[config.mk]
export PLATFORM = sky130hd
export DESIGN_NAME = dataframe_arbiter
export DESIGN_NICKNAME = d
export VERILOG_FILES = /design/src/rtl/dataframe_arb_pkg.sv /design/src/rtl/dataframe_arbiter_rr_select.sv /design/src/rtl/dataframe_arbiter.sv
export SDC_FILE = /design/constraint.sdc
export NUM_CORES = 1
export LEC_CHECK = 0
export BUFFER_PORTS_ARGS = -buffer_cell sky130_fd_sc_hd__buf_2
export CELL_PAD_IN_SITES_DETAIL_PLACEMENT = 0
export CELL_PAD_IN_SITES_GLOBAL_PLACEMENT = 2
export CORE_AREA = 2 2 288 290
export CTS_CLUSTER_DIAMETER = 30
export DETAILED_ROUTE_END_ITERATION = 6
export DIE_AREA = 0 0 290 292
export GPL_ROUTABILITY_DRIVEN = 0
export GPL_TIMING_DRIVEN = 1
export HOLD_SLACK_MARGIN = 0.03
export PLACE_DENSITY = 0.54
export SYNTH_ARGS = -nofsm -noshare
export SYNTH_HDL_FRONTEND = slang
export SYNTH_SLANG_ARGS = --single-unit
[constraint.sdc]
create_clock -name ACLK -period 5.2 [get_ports ACLK]
set_clock_uncertainty 0.05 [all_clocks]
set_input_delay 0.52 -clock ACLK [delete_from_list [all_inputs] [get_ports ACLK]]
set_output_delay 0.52 -clock ACLK [all_outputs]
set_load 0.05 [all_outputs]
[src/rtl/dataframe_arb_pkg.sv]
// Shared definitions for the dataframe arbiter: FSM encoding, grant width, timeout default.
package dataframe_arb_pkg;

    localparam int GRANT_W                = 3;
    localparam int TIMEOUT_CYCLES_DEFAULT = 1024;

    typedef logic [GRANT_W-1:0] grant_t;

    localparam logic [1:0] ST_IDLE   = 2'd0;
    localparam logic [1:0] ST_STREAM = 2'd1;
    localparam logic [1:0] ST_FLUSH  = 2'd2;

endpackage

[src/rtl/dataframe_arbiter_rr_select.sv]
// rr_select: combinational wrap-around search for the first request at or after ptr.
module rr_select
    import dataframe_arb_pkg::*;
#(
    parameter int N = 4
) (
    input  logic [N-1:0] req,
    input  grant_t       ptr,
    output logic [N-1:0] grant_onehot,
    output grant_t       grant_idx
);

    localparam logic [N-1:0]     ONE    = {{(N-1){1'b0}}, 1'b1};
    localparam logic [GRANT_W:0] N_WRAP = N[GRANT_W:0];

    logic [2*N-1:0]   req_dbl_s;
    logic [N-1:0]     req_rot_s;
    grant_t           sel_off_s;
    logic [GRANT_W:0] sum_s;

    // Rotate requests so ptr sits at bit 0, then take the lowest set offset.
    always_comb begin
        req_dbl_s = {req, req};
        req_rot_s = N'(req_dbl_s >> ptr);
        sel_off_s = '0;
        for (int j = N - 1; j >= 0; j--) begin
            sel_off_s = req_rot_s[j] ? grant_t'(j) : sel_off_s;
        end
        sum_s        = {1'b0, ptr} + {1'b0, sel_off_s};
        grant_idx    = (sum_s >= N_WRAP) ? grant_t'(sum_s - N_WRAP) : grant_t'(sum_s);
        grant_onehot = (|req) ? (ONE << grant_idx) : '0;
    end

endmodule

[src/rtl/dataframe_arbiter.sv]
// Frame-granular round-robin merge of N_CHANNEL AXI-Stream sources into one output.
// Optional mid-frame stall timeout with FLUSH beat: define DATAFRAME_ARB_TIMEOUT_EN.
module dataframe_arbiter
    import dataframe_arb_pkg::*;
#(
    parameter int N_CHANNEL      = 4,
    parameter int DATA_WIDTH     = 128,
    parameter int TIMEOUT_CYCLES = TIMEOUT_CYCLES_DEFAULT
) (
    input  logic                              ACLK,
    input  logic                              ARESET,
    input  logic [N_CHANNEL-1:0]              CHANNEL_ENABLE,
    input  logic [N_CHANNEL*DATA_WIDTH-1:0]   S_AXIS_TDATA,
    input  logic [N_CHANNEL*DATA_WIDTH/8-1:0] S_AXIS_TKEEP,
    input  logic [N_CHANNEL-1:0]              S_AXIS_TVALID,
    input  logic [N_CHANNEL-1:0]              S_AXIS_TLAST,
    output logic [N_CHANNEL-1:0]              S_AXIS_TREADY,
    output logic [DATA_WIDTH-1:0]             M_AXIS_TDATA,
    output logic [DATA_WIDTH/8-1:0]           M_AXIS_TKEEP,
    output logic                              M_AXIS_TVALID,
    output logic                              M_AXIS_TLAST,
    input  logic                              M_AXIS_TREADY,
    output logic [2:0]                        GRANT_ID,
    output logic                              ARB_ERROR
);

    localparam int     KEEP_W  = DATA_WIDTH / 8;
    localparam grant_t LAST_CH = grant_t'(N_CHANNEL - 1);

    if (N_CHANNEL < 2 || N_CHANNEL > 8 || TIMEOUT_CYCLES < 1) begin : g_param_check
        $error("dataframe_arbiter: illegal parameter set");
    end

    logic [1:0] state_q, state_d;
    grant_t     grant_q, grant_d;
    grant_t     rr_ptr_q, rr_ptr_d;
    logic       arb_error_q, arb_error_d;

`ifdef DATAFRAME_ARB_TIMEOUT_EN
    localparam int               CNT_W       = $clog2(TIMEOUT_CYCLES + 1);
    localparam logic [CNT_W-1:0] STALL_LIMIT = CNT_W'(TIMEOUT_CYCLES - 1);
    logic [CNT_W-1:0] stall_cnt_q, stall_cnt_d;
`endif

    logic [N_CHANNEL-1:0]  pick_onehot_s;
    grant_t                pick_idx_s;
    logic                  pick_any_s;
    grant_t                next_ptr_s;
    logic [DATA_WIDTH-1:0] sel_data_s;
    logic [KEEP_W-1:0]     sel_keep_s;
    logic                  sel_valid_s;
    logic                  sel_last_s;

    rr_select #(.N(N_CHANNEL)) u_rr_select (
        .req          (S_AXIS_TVALID & CHANNEL_ENABLE),
        .ptr          (rr_ptr_q),
        .grant_onehot (pick_onehot_s),
        .grant_idx    (pick_idx_s)
    );

    assign pick_any_s = |pick_onehot_s;
    assign next_ptr_s = (grant_q == LAST_CH) ? '0 : grant_q + 3'd1;
    assign GRANT_ID   = grant_q;
    assign ARB_ERROR  = arb_error_q;

    // Select the granted source lanes.
    always_comb begin
        sel_data_s  = '0;
        sel_keep_s  = '0;
        sel_valid_s = 1'b0;
        sel_last_s  = 1'b0;
        for (int i = 0; i < N_CHANNEL; i++) begin
            sel_data_s  = (grant_q == grant_t'(i)) ? S_AXIS_TDATA[i*DATA_WIDTH +: DATA_WIDTH] : sel_data_s;
            sel_keep_s  = (grant_q == grant_t'(i)) ? S_AXIS_TKEEP[i*KEEP_W +: KEEP_W] : sel_keep_s;
            sel_valid_s = (grant_q == grant_t'(i)) ? S_AXIS_TVALID[i] : sel_valid_s;
            sel_last_s  = (grant_q == grant_t'(i)) ? S_AXIS_TLAST[i] : sel_last_s;
        end
    end

    // Zero-latency output path; everything idles at zero outside STREAM/FLUSH.
    always_comb begin
        M_AXIS_TDATA  = '0;
        M_AXIS_TKEEP  = '0;
        M_AXIS_TVALID = 1'b0;
        M_AXIS_TLAST  = 1'b0;
        S_AXIS_TREADY = '0;
        case (state_q)
            ST_STREAM: begin
                M_AXIS_TDATA  = sel_data_s;
                M_AXIS_TKEEP  = sel_keep_s;
                M_AXIS_TVALID = sel_valid_s;
                M_AXIS_TLAST  = sel_last_s;
                S_AXIS_TREADY = {{(N_CHANNEL-1){1'b0}}, M_AXIS_TREADY} << grant_q;
            end
`ifdef DATAFRAME_ARB_TIMEOUT_EN
            ST_FLUSH: begin
                M_AXIS_TVALID = 1'b1;
                M_AXIS_TLAST  = 1'b1;
            end
`endif
            default: begin
                M_AXIS_TVALID = 1'b0;
            end
        endcase
    end

    // Arbitration FSM next-state logic.
    always_comb begin
        state_d     = state_q;
        grant_d     = grant_q;
        rr_ptr_d    = rr_ptr_q;
        arb_error_d = arb_error_q;
`ifdef DATAFRAME_ARB_TIMEOUT_EN
        stall_cnt_d = '0;
`endif
        case (state_q)
            ST_IDLE: begin
                if (pick_any_s) begin
                    grant_d = pick_idx_s;
                    state_d = ST_STREAM;
                end else begin
                    state_d = ST_IDLE;
                end
            end
            ST_STREAM: begin
                arb_error_d = arb_error_q | (sel_valid_s & ~(|sel_keep_s));
`ifdef DATAFRAME_ARB_TIMEOUT_EN
                stall_cnt_d = sel_valid_s ? '0 : stall_cnt_q + CNT_W'(1);
`endif
                if (sel_valid_s && sel_last_s && M_AXIS_TREADY) begin
                    rr_ptr_d = next_ptr_s;
                    state_d  = ST_IDLE;
`ifdef DATAFRAME_ARB_TIMEOUT_EN
                end else if (!sel_valid_s && stall_cnt_q == STALL_LIMIT) begin
                    stall_cnt_d = '0;
                    arb_error_d = 1'b1;
                    state_d     = ST_FLUSH;
`endif
                end else begin
                    state_d = ST_STREAM;
                end
            end
`ifdef DATAFRAME_ARB_TIMEOUT_EN
            ST_FLUSH: begin
                if (M_AXIS_TREADY) begin
                    rr_ptr_d = next_ptr_s;
                    state_d  = ST_IDLE;
                end else begin
                    state_d = ST_FLUSH;
                end
            end
`endif
            default: begin
                state_d = ST_IDLE;
            end
        endcase
    end

    // State registers with synchronous reset.
    always_ff @(posedge ACLK) begin
        if (ARESET) begin
            state_q     <= ST_IDLE;
            grant_q     <= '0;
            rr_ptr_q    <= '0;
            arb_error_q <= 1'b0;
`ifdef DATAFRAME_ARB_TIMEOUT_EN
            stall_cnt_q <= '0;
`endif
        end else begin
            state_q     <= state_d;
            grant_q     <= grant_d;
            rr_ptr_q    <= rr_ptr_d;
            arb_error_q <= arb_error_d;
`ifdef DATAFRAME_ARB_TIMEOUT_EN
            stall_cnt_q <= stall_cnt_d;
`endif
        end
    end

endmodule
Yosys cells after proc, flatten, opt, wreduce, memory -nomap -nowiden
Index checks and enable logic that the tools add are counted.
{"block": "totals", "wordCells": 59, "regBits": 9}
{"block": "classes", "n_shift": 3, "n_eq_ne": 4, "reduce_logical": 9, "mux": 31, "n_bitwise": 4, "add_sub_neg": 3, "magnitude_cmp": 1}
{"cell": "$mux W128", "n": 5}
{"cell": "$mux W16", "n": 5}
{"cell": "$reduce_or A16 Y1", "n": 1}
{"cell": "$mux W3", "n": 5}
{"cell": "$mux W1", "n": 12}
{"cell": "$mux W4", "n": 2}
{"cell": "$reduce_or A4 Y1", "n": 2}
{"cell": "$shr A8 B3 Y4", "n": 1}
{"cell": "$eq A3 B2 Y1 const B", "n": 2}
{"cell": "$add A3 B3 Y4", "n": 1}
{"cell": "$and A4 B4 Y4", "n": 1}
{"cell": "$ge A4 B3 Y1 const B", "n": 1}
{"cell": "$pmux W2 S2", "n": 1}
{"cell": "$reduce_and A2 Y1", "n": 2}
{"cell": "$shl A1 B3 Y4", "n": 1}
{"cell": "$shl A1 B3 Y4 const A", "n": 1}
{"cell": "$add A3 B1 Y3 const B", "n": 1}
{"cell": "$eq A3 B1 Y1 const B", "n": 1}
{"cell": "$logic_not A3 Y1", "n": 1}
{"cell": "$sub A3 B3 Y3 const B", "n": 1}
{"cell": "$eq A2 B1 Y1 const B", "n": 1}
{"cell": "$logic_and A1 B1 Y1", "n": 2}
{"cell": "$logic_not A2 Y1", "n": 1}
{"cell": "$mux W2", "n": 1}
{"cell": "other kinds (3)", "n": 3}

Longest topological paths before layout
Gate-level depths: netlist of the first run.
{"block": "logic_depth", "word_depth": 14, "ltp_mapped": 13}

Cells and area by module
Synthesis of the first run repeated with hierarchy kept, for this count alone.
{"block": "hier_totals", "cells_unflattened": 948, "area_unflattened_um2": 5390.2}
{"mod": "dataframe_arbiter", "area_per_inst_um2": 5137.4, "cells_per_inst": 918, "seq_area_each_um2": 160.2, "instances": 1}
{"mod": "rr_select", "area_per_inst_um2": 252.7, "cells_per_inst": 30, "seq_area_each_um2": 0.0, "instances": 1}

Worst setup path after synthesis of the first run
Ideal clock, no wire load.
{"block": "synth_path", "path_type": "register -> output", "startpoint": "reg grant_q[1], in the netlist GRANT_ID[1]", "endpoint": "out M_AXIS_TDATA[107]", "slack_ns": 1.728, "t_required_ns": 4.630, "path_stages_with_launch": 12, "n_path_buf": 4, "t_arrival_ns": 2.902, "path_cell_list": "dfxtp_1 inv_1 ha_1 buf_6 buf_6 nor3b_1 buf_2 buf_2 a221oi_1 nor3_1 a21oi_1 nor2b_1"}
{"block": "synth_via", "elab_chain_cells": 6, "elab_cells_between_ends": 9, "cone_classes": "eq/ne: 3; mux: 5; reduce/logical: 1"}
{"element": "start: declaration", "line": "dataframe_arbiter.sv:35", "rtl": "grant_t grant_q, grant_d;"}
{"element": "start signal: assignment", "line": "dataframe_arbiter.sv:171", "rtl": "grant_q <= grant_d;"}
{"element": "$logic_not A3 Y1", "line": "dataframe_arbiter.sv:73", "rtl": "sel_data_s = (grant_q == grant_t'(i)) ? S_AXIS_TDATA[i*DATA_WIDTH +: DATA_WIDTH] : sel_data_s;"}
{"element": "$mux W128 (3 in a row)", "line": "dataframe_arbiter.sv:73"}
{"element": "$mux W128 (*)", "line": "dataframe_arbiter.sv:73"}
{"element": "$mux W128 (*)", "line": "dataframe_arbiter.sv:87", "rtl": "case (state_q)"}
{"element": "end: declaration", "line": "dataframe_arbiter.sv:18", "rtl": "output logic [DATA_WIDTH-1:0] M_AXIS_TDATA,"}
Every way passes the cells marked *; elsewhere a longest branch is shown, timed or not.

Final worst setup path of the first run
{"block": "layout_path", "startpoint": "reg grant_q[0], in the netlist GRANT_ID[0]", "endpoint": "out M_AXIS_TDATA[101]"}
Same word-level chain as after synthesis.

==> results of run 1 <==
==> worst max-delay path: stages (launching register included) <==
cell	delay (ns)
sky130_fd_sc_hd__dfxtp_1	0.39
sky130_fd_sc_hd__inv_1	0.13
sky130_fd_sc_hd__ha_1	0.16
sky130_fd_sc_hd__buf_4	0.24
sky130_fd_sc_hd__nor3b_2	0.41
sky130_fd_sc_hd__buf_4	0.30
sky130_fd_sc_hd__buf_4	0.56
sky130_fd_sc_hd__a221oi_1	0.37
sky130_fd_sc_hd__nor3_1	0.21
sky130_fd_sc_hd__a21oi_1	0.06
sky130_fd_sc_hd__nor2b_1	0.12
sky130_fd_sc_hd__buf_2	0.27
==> power by group <==
| part | switching [mW] | internal (mW) | leakage [nW] |
|---|---|---|---|
| logic | 1.43 | 0.720 | 4.92 |
| registers | 0.0286 | 0.0654 | 0.0657 |
| clock network | 0.0327 | 0.102 | 0.0382 |
| total | 1.50 | 0.888 | 5.03 |
==> routing by layer <==
metal / vias to the layer above / routed length, µm
met4: 12 / 1850
met5: - / 75
met3: 60 / 2790
met2: 491 / 23900
li1: 4863 / -
met1: 4690 / 17100
==> worst min-delay path by stage <==
stage / start / endpoint / slack [ns]
after floorplan: rr_ptr_q[2]$_SDFFE_PP0P_ / rr_ptr_q[2]$_SDFFE_PP0P_ / 0.44
after global placement: ARB_ERROR$_SDFFE_PP0P_ / ARB_ERROR$_SDFFE_PP0P_ / 0.42
final: ARB_ERROR$_SDFFE_PP0P_ / ARB_ERROR$_SDFFE_PP0P_ / 0.45
after CTS: ARB_ERROR$_SDFFE_PP0P_ / ARB_ERROR$_SDFFE_PP0P_ / 0.45
after global routing: ARB_ERROR$_SDFFE_PP0P_ / ARB_ERROR$_SDFFE_PP0P_ / 0.48
after detailed placement: ARB_ERROR$_SDFFE_PP0P_ / ARB_ERROR$_SDFFE_PP0P_ / 0.44
==> sequential cells by signal (all words and copies together), names as in the netlist <==
signal     cells
rr_ptr_q       3
ARB_ERROR      1
state_q        1
GRANT_ID       3
==> per-stage QoR <==
stage               hold slack, ns  cells
global route                 0.479   2684
global placement             0.423   2674
detailed placement           0.441   2674
CTS                          0.453   2678
floorplan                    0.436    959
finish                       0.447   2685
==> cell type report <==
type / instances / area [µm²] / area share [%]
Timing Repair Buffer: 762 / 3970 / 37.8
Tap cell: 1070 / 1340 / 12.7
Sequential cell: 8 / 164 / 1.56
Antenna cell: 7 / 17.5 / 0.167
Clock buffer: 4 / 78.8 / 0.751
Inverter: 12 / 45.0 / 0.429
Multi-Input combinational cell: 822 / 4890 / 46.5
==> cell usage after synthesis, drive strengths merged, types with 2 or more instances <==
library cell	instances
dfxtp	8
nor4	2
inv	12
nor2b	136
a221oi	129
and2	11
a211oi	4
a221o	3
nor3b	4
ha	6
nand3	2
nor2	146
a32o	8
nor3	131
a22oi	4
nand3b	4
buf	60
nand2b	12
o21ai	17
and3	2
a21oi	156
nand2	26
clkbuf	57
==> cell families (layout without fill, tap and decap cells) <==
logic type,count (synthesis),after routing,share of synthesized area [%]
compound gates,331,331,40.5
fa+ha+maj,7,7,1.71
buf+inv,129,778,10.0
flops,8,8,2.88
mux,1,1,0.180
other cells,0,7,0
simple gates,483,483,44.7
==> reports/summary.txt, run 1 <==
predominant post-synthesis flop cell: sky130_fd_sc_hd__dfxtp_1
share of final-layout standard cells stronger than drive strength 1: 48.4%
Final TNS setup: 0 ns
Clock Path Buffers: 2
clock edge transition at the registers on the reported setup and hold paths: 0.04 ns
met1 Usage GRT: 10.7%
wire length of the first global-routing pass: 65600 µm
routed wirelength normalized by instance count: 17.0 µm
clock latency on the worst-skew pair: 0.23 ns
met2 Resource Use GR: 19.0%
number of antenna-violating nets in the routed design: 0
post-cts hold buffer count: 0
number of global-route vias before repair: 10374
unrepaired setup endpoints after global routing: false
leading cell type in the layout, fill and taps excluded: sky130_fd_sc_hd__buf_2
post_cts resized: 0
critical register-to-register path endpoint: rr_ptr_q[1]$_SDFFE_PP0P_
I/O pins: 745
number of placement rows: 105
yosys warns: 0
post-route fraction of the period consumed by the critical path: 78.6%
Die Span Y: 292 µm
number of buffers created by CTS: 3
PortBufs: 744
proportion of synthesized flip-flops having asynchronous set or reset: 0%
initial antenna violation count: 12
DRC violation total after the first TritonRoute iteration: 465
width of the die: 290 µm
DR DRC count: 0
die outline area: 84700 µm²
Seq/Total Area, Yosys: 2.88%
crit path setup slack, layout: 1.11 ns
number of setup buffers added after CTS: 0
routed wire length: 45700 µm
post-layout minimum cycle time: 4.09 ns
number of detailed-routing iterations run before antenna repair: 4
Area growth syn-to-layout: 88.5%
total power consumption of the routed design: 2.38 mW
Register-to-Register Path Depth: 9
number of distinct library cell variants in the gate-level netlist after synthesis: 51
via count: 10116
WP data required: 4.63 ns
total count of max-transition violations in the final report: 0
highest-count cells in the layout ignoring fill and taps: sky130_fd_sc_hd__buf_2, sky130_fd_sc_hd__a21oi_1, sky130_fd_sc_hd__nor2_1
power density over the cells: 227 nW/µm²
highest ir drop seen on vdd: 0.0973 mV
startpoint kind of the worst setup timing path: flip-flop
post-synthesis instance total: 959
deepest level of the CTS H-tree: 1
worst reg2reg setup slack: 2.26 ns
CP Launch Point: GRANT_ID[0]$_SDFFE_PP0P_
synthesized area divided by synthesized cell count: 5.81 µm²
maximum number of pins on one net before global-route repair: 137
most used routing layer: met2
detailed-placement wirelength estimate: 37100 µm
clock tree from TritonCTS: yes
CTS Root Buffer Type: sky130_fd_sc_hd__clkbuf_16
met3 Usage GRT: 1.83%
hold violation total from the final report: 0
Placeable Area: 81600 µm²
number of synthesized register bits: 8
worst path arrival time: 3.52 ns
leading cell types by total area after synthesis: sky130_fd_sc_hd__a221oi_1, sky130_fd_sc_hd__nor2b_1, sky130_fd_sc_hd__a21oi_1, sky130_fd_sc_hd__nor3_1, sky130_fd_sc_hd__nor2_1
endpoint class of the critical path: primary output
peak fanout along the critical path: 54
status: finished clean
global routing usage summed across all routing layers: 9.97%
Mapped Area: 5570 µm²
library cell with the largest summed area after synthesis: sky130_fd_sc_hd__a221oi_1
TritonCTS sink count: 8
setup violators final: 0
final core utilization: 12.9%
setup slack after placement: 1.32 ns
area fraction of the dominant cell type after synthesis: 20.3%
Final Instance Area: 10500 µm²
total global routing overflow: 0
number of cells on the worst hold path: 1
min-delay worst type: reg -> reg
Nets: 2207
worst reg2reg startpoint: GRANT_ID[0]$_SDFFE_PP0P_
slew margin rel.: 36.4%
type of the worst setup path: reg -> out
timing-limited maximum frequency: 0.245 GHz
starting density of the core: 6.83%
total cell area at the placement stage: 10400 µm²
max_cap viols: 0
pin slew with the least headroom to its limit: 0.953 ns
capturing instance or port of the critical path: M_AXIS_TDATA[101]
FILL cells: 9690
EDFF count, synth: 0
via-per-instance ratio: 3.77
leakage power of the design: 5.03 nW
synthesized netlist net count: 1557
Power figures use the tool's default switching activity.
==> run 2: changes to the inputs <==
--- a/config.mk
+++ b/config.mk
@@ -8,14 +8,14 @@
 export BUFFER_PORTS_ARGS = -buffer_cell sky130_fd_sc_hd__buf_2
 export CELL_PAD_IN_SITES_DETAIL_PLACEMENT = 0
 export CELL_PAD_IN_SITES_GLOBAL_PLACEMENT = 2
-export CORE_AREA = 2 2 288 290
+export CORE_AREA = 2 2 290 292
 export CTS_CLUSTER_DIAMETER = 30
 export DETAILED_ROUTE_END_ITERATION = 6
-export DIE_AREA = 0 0 290 292
+export DIE_AREA = 0 0 292 294
 export GPL_ROUTABILITY_DRIVEN = 0
 export GPL_TIMING_DRIVEN = 1
 export HOLD_SLACK_MARGIN = 0.03
-export PLACE_DENSITY = 0.54
+export PLACE_DENSITY = 0.53
 export SYNTH_ARGS = -nofsm -noshare
 export SYNTH_HDL_FRONTEND = slang
 export SYNTH_SLANG_ARGS = --single-unit
==> constraint.sdc (replaced) <==
create_clock -name ACLK -period 4 [get_ports ACLK]
set_clock_uncertainty 0.05 [all_clocks]
set_input_delay 0.4 -clock ACLK [delete_from_list [all_inputs] [get_ports ACLK]]
set_output_delay 0.4 -clock ACLK [all_outputs]
set_load 0.05 [all_outputs]
==> run 2 against run 1 <==
Critical path depth decreased by 1. Flip-flop and latch count unchanged. Cell area increased by 1.4%. Non-clock buffer count increased by 16. Register-to-register slack got worse by 1.2 ns. Count of clock-buffer cells in the layout unchanged. First-iteration DRC count increased by 14%. Hold slack got worse by 0.078 ns. Total power increased by 31%. Combinational power increased by 32%. Highest routed layer is now met4.
==> reports/summary.txt, run 2 (synthesis results as in run 1) <==
Final Instance Area: 10700 µm²
pin slew with the least headroom to its limit: 0.871 ns
routed wirelength normalized by instance count: 16.7 µm
routed wire length: 45300 µm
post-cts hold buffer count: 0
total power consumption of the routed design: 3.13 mW
wire length of the first global-routing pass: 63100 µm
share of final-layout standard cells stronger than drive strength 1: 48.9%
Die Span Y: 294 µm
unrepaired setup endpoints after global routing: false
leading cell type in the layout, fill and taps excluded: sky130_fd_sc_hd__buf_2
number of placement rows: 106
DR DRC count: 0
Nets: 2223
Final TNS setup: 0 ns
min-delay worst type: in -> reg
Placeable Area: 82900 µm²
gate family responsible for the most delay along the worst path: buffers and inverters
DRC violation total after the first TritonRoute iteration: 530
PortBufs: 744
post-route fraction of the period consumed by the critical path: 87.0%
number of setup buffers added after CTS: 0
worst path arrival time: 3.03 ns
total cell area at the placement stage: 10600 µm²
Clock Path Buffers: 2
endpoint class of the critical path: primary output
hold violation total from the final report: 0
width of the die: 292 µm
area taken by flip-flops and latches: 164 µm²
FILL cells: 9769
post_cts resized: 0
deepest level of the CTS H-tree: 1
number of antenna-violating nets in the routed design: 0
total global routing overflow: 0
Area growth syn-to-layout: 91.2%
via count: 10223
clock edge transition at the registers on the reported setup and hold paths: 0.04 ns
starting density of the core: 6.72%
detailed-placement wirelength estimate: 36800 µm
combined buffer and inverter count along the critical path: 4
via-per-instance ratio: 3.78
startpoint kind of the worst setup timing path: flip-flop
status: finished clean
final core utilization: 12.8%
worst hold-check slack: 0.368 ns
worst-path cell with the longest stage delay: sky130_fd_sc_hd__dfxtp_1
leakage power of the design: 5.12 nW
max_cap viols: 0
number of global-route vias before repair: 10024
clock tree from TritonCTS: yes
cell chain of the critical path: inv_1, ha_1, nor3b_2, buf_12, buf_4, a221oi_1, nor3_1, a21oi_1, nor2b_1, buf_2
WP data required: 3.55 ns
I/O pins: 745
initial antenna violation count: 5
highest ir drop seen on vdd: 0.109 mV
highest-count cells in the layout ignoring fill and taps: sky130_fd_sc_hd__buf_2, sky130_fd_sc_hd__a21oi_1, sky130_fd_sc_hd__nor2_1
power density over the cells: 294 nW/µm²
peak fanout along the critical path: 48
die outline area: 85800 µm²
type of the worst setup path: reg -> out
total count of max-transition violations in the final report: 0
post-layout minimum cycle time: 3.48 ns
number of buffers created by CTS: 3
maximum number of pins on one net before global-route repair: 87
setup violators final: 0
timing-limited maximum frequency: 0.287 GHz
TritonCTS sink count: 8
clock latency on the worst-skew pair: 0.23 ns
area occupied by multi-input gates: 4890 µm²
global routing usage summed across all routing layers: 9.47%
number of detailed-routing iterations run before antenna repair: 5
delay contributed by the slowest stage of the critical path: 0.46 ns
CTS Root Buffer Type: sky130_fd_sc_hd__clkbuf_16
slew margin rel.: 41.9%
## run 2: metrics by stage
step	instances	setup WS [ns]
floorplan	959	0.648
detailed placement	2700	0.848
CTS	2704	0.576
global route	2707	0.374
finish	2708	0.519
global placement	2700	0.842
## run 2: worst reg2reg max path, delay by kind of cell (launching register included)
family          cells  cell delay [ns]
flops               1             0.50
compound gates      3             0.76
mux                 1             0.17
buf+inv             1             0.06
simple gates        4             0.75
fa+ha+maj           2             0.58
## run 2: cell type report
| class | count | share of cell area (%) |
|---|---|---|
| timing repair buffer | 778 | 38.6 |
| clock buffer | 4 | 0.740 |
| multi-input combinational | 822 | 45.9 |
| tap | 1080 | 12.7 |
| sequential | 8 | 1.54 |
| antenna | 4 | 0.0940 |
| inverter | 12 | 0.423 |
## run 2: layer usage
metal  GRT usage, %  routed length, µm  up-vias
met2           18.1              23800      525
met1           10.9              17400     4749
met4           2.82               1260        0
met5              0                  0        -
met3           1.22               2860       50
li1               -                  -     4899
## run 2: path summary, 6_finish.rpt
path | cells past startpoint | slack, ns | start | to
max | 10 | 0.52 | GRANT_ID[1]$_SDFFE_PP0P_ | M_AXIS_TDATA[37]
max reg2reg | 11 | 1.02 | rr_ptr_q[0]$_SDFFE_PP0P_ | GRANT_ID[0]$_SDFFE_PP0P_
min reg2reg | 1 | 0.43 | ARB_ERROR$_SDFFE_PP0P_ | ARB_ERROR$_SDFFE_PP0P_
min | 2 | 0.37 | ARESET | state_q[0]$_SDFF_PP0_
## run 2: report_power, final
| group | internal (mW) | switching [mW] |
|---|---|---|
| clock network | 0.133 | 0.0408 |
| logic | 0.965 | 1.87 |
| registers | 0.0850 | 0.0361 |
| total | 1.18 | 1.94 |
==> run 3: changes to the inputs <==
==> constraint.sdc (replaced) <==
create_clock -name ACLK -period 4 [get_ports ACLK]
set_clock_uncertainty 0.05 [all_clocks]
set_input_delay 0.2 -clock ACLK [delete_from_list [all_inputs] [get_ports ACLK]]
set_output_delay 0.2 -clock ACLK [all_outputs]
set_load 0.05 [all_outputs]
==> run 3 against run 2 <==
Total power about the same. Global-route usage up 0.36 points. Hold slack worse by 0.19 ns. Wire length up 2.4%. Sequential power about the same. Combinational power about the same. Non-clock buffer count down 4. Core utilization down 0.054 points. Critical path type unchanged.
==> reports/summary.txt, run 3 (synthesis results as in run 1) <==
peak fanout along the critical path: 33
Clock Path Buffers: 2
number of placement rows: 106
Register-to-Register Path Depth: 11
Placeable Area: 82900 µm²
via-per-instance ratio: 3.73
worst reg2reg startpoint: rr_ptr_q[0]$_SDFFE_PP0P_
WP data required: 3.75 ns
via count: 10094
status: finished clean
number of setup buffers added after CTS: 0
hold violation total from the final report: 0
min-delay worst type: in -> reg
dominant cell type by count on the critical path: sky130_fd_sc_hd__buf_4
initial antenna violation count: 5
setup violators final: 0
clock latency on the worst-skew pair: 0.23 ns
leading cell type in the layout, fill and taps excluded: sky130_fd_sc_hd__buf_2
highest ir drop seen on vdd: 0.100 mV
clock tree from TritonCTS: yes
PortBufs: 744
worst reg2reg setup slack: 1.09 ns
post-route fraction of the period consumed by the critical path: 86.8%
delay contributed by the slowest stage of the critical path: 0.55 ns
DR DRC count: 0
combined buffer and inverter count along the critical path: 3
routed wire length: 46400 µm
CTS Root Buffer Type: sky130_fd_sc_hd__clkbuf_16
Final TNS setup: 0 ns
timing-limited maximum frequency: 0.288 GHz
hold path startpoint: ARESET
share of final-layout standard cells stronger than drive strength 1: 48.8%
number of buffers created by CTS: 3
Nets: 2219
maximum number of pins on one net before global-route repair: 116
power density over the cells: 295 nW/µm²
leakage power of the design: 5.09 nW
post-layout minimum cycle time: 3.47 ns
max_cap viols: 0
total count of max-transition violations in the final report: 0
width of the die: 292 µm
slew margin rel.: 38.6%
post_cts resized: 0
number of global-route vias before repair: 10219
worst-path cell with the longest stage delay: sky130_fd_sc_hd__ha_1
unrepaired setup endpoints after global routing: false
deepest level of the CTS H-tree: 1
I/O pins: 745
clock edge transition at the registers on the reported setup and hold paths: 0.04 ns
cell chain of the critical path: ha_1, nor2b_4, buf_4, buf_4, a221oi_1, nor3_1, a21oi_1, nor2b_1, buf_2
Die Span Y: 294 µm
number of cells on the worst hold path: 2
endpoint class of the critical path: primary output
TritonCTS sink count: 8
starting density of the core: 6.72%
startpoint kind of the worst setup timing path: flip-flop
FILL cells: 9813
worst path arrival time: 3.22 ns
total power consumption of the routed design: 3.13 mW
total global routing overflow: 0
global routing usage summed across all routing layers: 9.83%
die outline area: 85800 µm²
end point of the most critical hold path: state_q[0]$_SDFF_PP0_
number of antenna-violating nets in the routed design: 0
wire length of the first global-routing pass: 64900 µm
Area growth syn-to-layout: 90.4%
gate family responsible for the most delay along the worst path: buffers and inverters
post-cts hold buffer count: 0
type of the worst setup path: reg -> out
detailed-placement wirelength estimate: 37300 µm
number of detailed-routing iterations run before antenna repair: 5
pin slew with the least headroom to its limit: 0.921 ns
DRC violation total after the first TritonRoute iteration: 468
routed wirelength normalized by instance count: 17.2 µm
critical register-to-register path endpoint: GRANT_ID[0]$_SDFFE_PP0P_
highest-count cells in the layout ignoring fill and taps: sky130_fd_sc_hd__buf_2, sky130_fd_sc_hd__a21oi_1, sky130_fd_sc_hd__nor2_1
-- run 3: area by class of cell --
type | instances | area (µm²) | area share, %
multi-input combinational | 822 | 4890 | 46.1
timing repair buffer | 774 | 4070 | 38.4
inverter | 12 | 45.0 | 0.425
antenna | 3 | 7.51 | 0.0708
clock buffer | 4 | 78.8 | 0.743
sequential | 8 | 164 | 1.55
tap | 1080 | 1350 | 12.7
-- run 3: through the flow --
| stage | cells | utilization [%] | cell area, µm² | hold slack [ns] | setup slack (ns) |
|---|---|---|---|---|---|
| floorplan | 959 | - | 5570 | 0.219 | 0.848 |
| global placement | 2696 | 12.7 | 10500 | 0.422 | 0.876 |
| detailed placement | 2696 | 12.7 | 10500 | 0.414 | 0.777 |
| CTS | 2700 | 12.8 | 10600 | 0.177 | 0.535 |
| global route | 2703 | 12.8 | 10600 | 0.204 | 0.269 |
| finish | 2703 | 12.8 | 10600 | 0.180 | 0.530 |
-- run 3: worst reg2reg max path: stages (launching register included) --
cell	delay, ns
sky130_fd_sc_hd__dfxtp_1	0.50
sky130_fd_sc_hd__o21ai_0	0.24
sky130_fd_sc_hd__or2_2	0.32
sky130_fd_sc_hd__a2111o_1	0.40
sky130_fd_sc_hd__o21ai_0	0.10
sky130_fd_sc_hd__ha_1	0.20
sky130_fd_sc_hd__inv_1	0.06
sky130_fd_sc_hd__fa_1	0.38
sky130_fd_sc_hd__nor3b_1	0.20
sky130_fd_sc_hd__nor2_1	0.13
sky130_fd_sc_hd__mux2i_1	0.16
sky130_fd_sc_hd__nor2_1	0.05
-- run 3: report_power, final --
part	switching, mW	total, mW	leakage [nW]	internal [mW]
Clock	0.0389	0.172	0.0382	0.133
Combinational	1.88	2.83	4.99	0.957
Sequential	0.0368	0.122	0.0657	0.0850
Total	1.95	3.13	5.09	1.17
-- run 3: how the worst max path moves through the flow --
stage | from | to | slack, ns | cells past startpoint
2_1_floorplan | GRANT_ID[1]$_SDFFE_PP0P_ | M_AXIS_TDATA[107] | 0.85 | 11
3_3_place_gp | GRANT_ID[0]$_SDFFE_PP0P_ | M_AXIS_TDATA[25] | 0.88 | 9
3_5_place_dp | GRANT_ID[0]$_SDFFE_PP0P_ | M_AXIS_TDATA[96] | 0.78 | 8
4_1_cts | GRANT_ID[0]$_SDFFE_PP0P_ | M_AXIS_TDATA[96] | 0.54 | 8
5_1_grt | GRANT_ID[0]$_SDFFE_PP0P_ | M_AXIS_TDATA[26] | 0.27 | 9
6_report | GRANT_ID[0]$_SDFFE_PP0P_ | M_AXIS_TDATA[25] | 0.53 | 9
-- run 3: layer usage --
| metal | vias up | global-route usage (%) | part of all wire [%] |
|---|---|---|---|
| li1 | 4877 | - | - |
| met1 | 4665 | 11.5 | 39 |
| met2 | 502 | 18.3 | 51 |
| met3 | 48 | 1.53 | 6.6 |
| met4 | 2 | 2.94 | 3.1 |
| met5 | - | 0 | 0.043 |
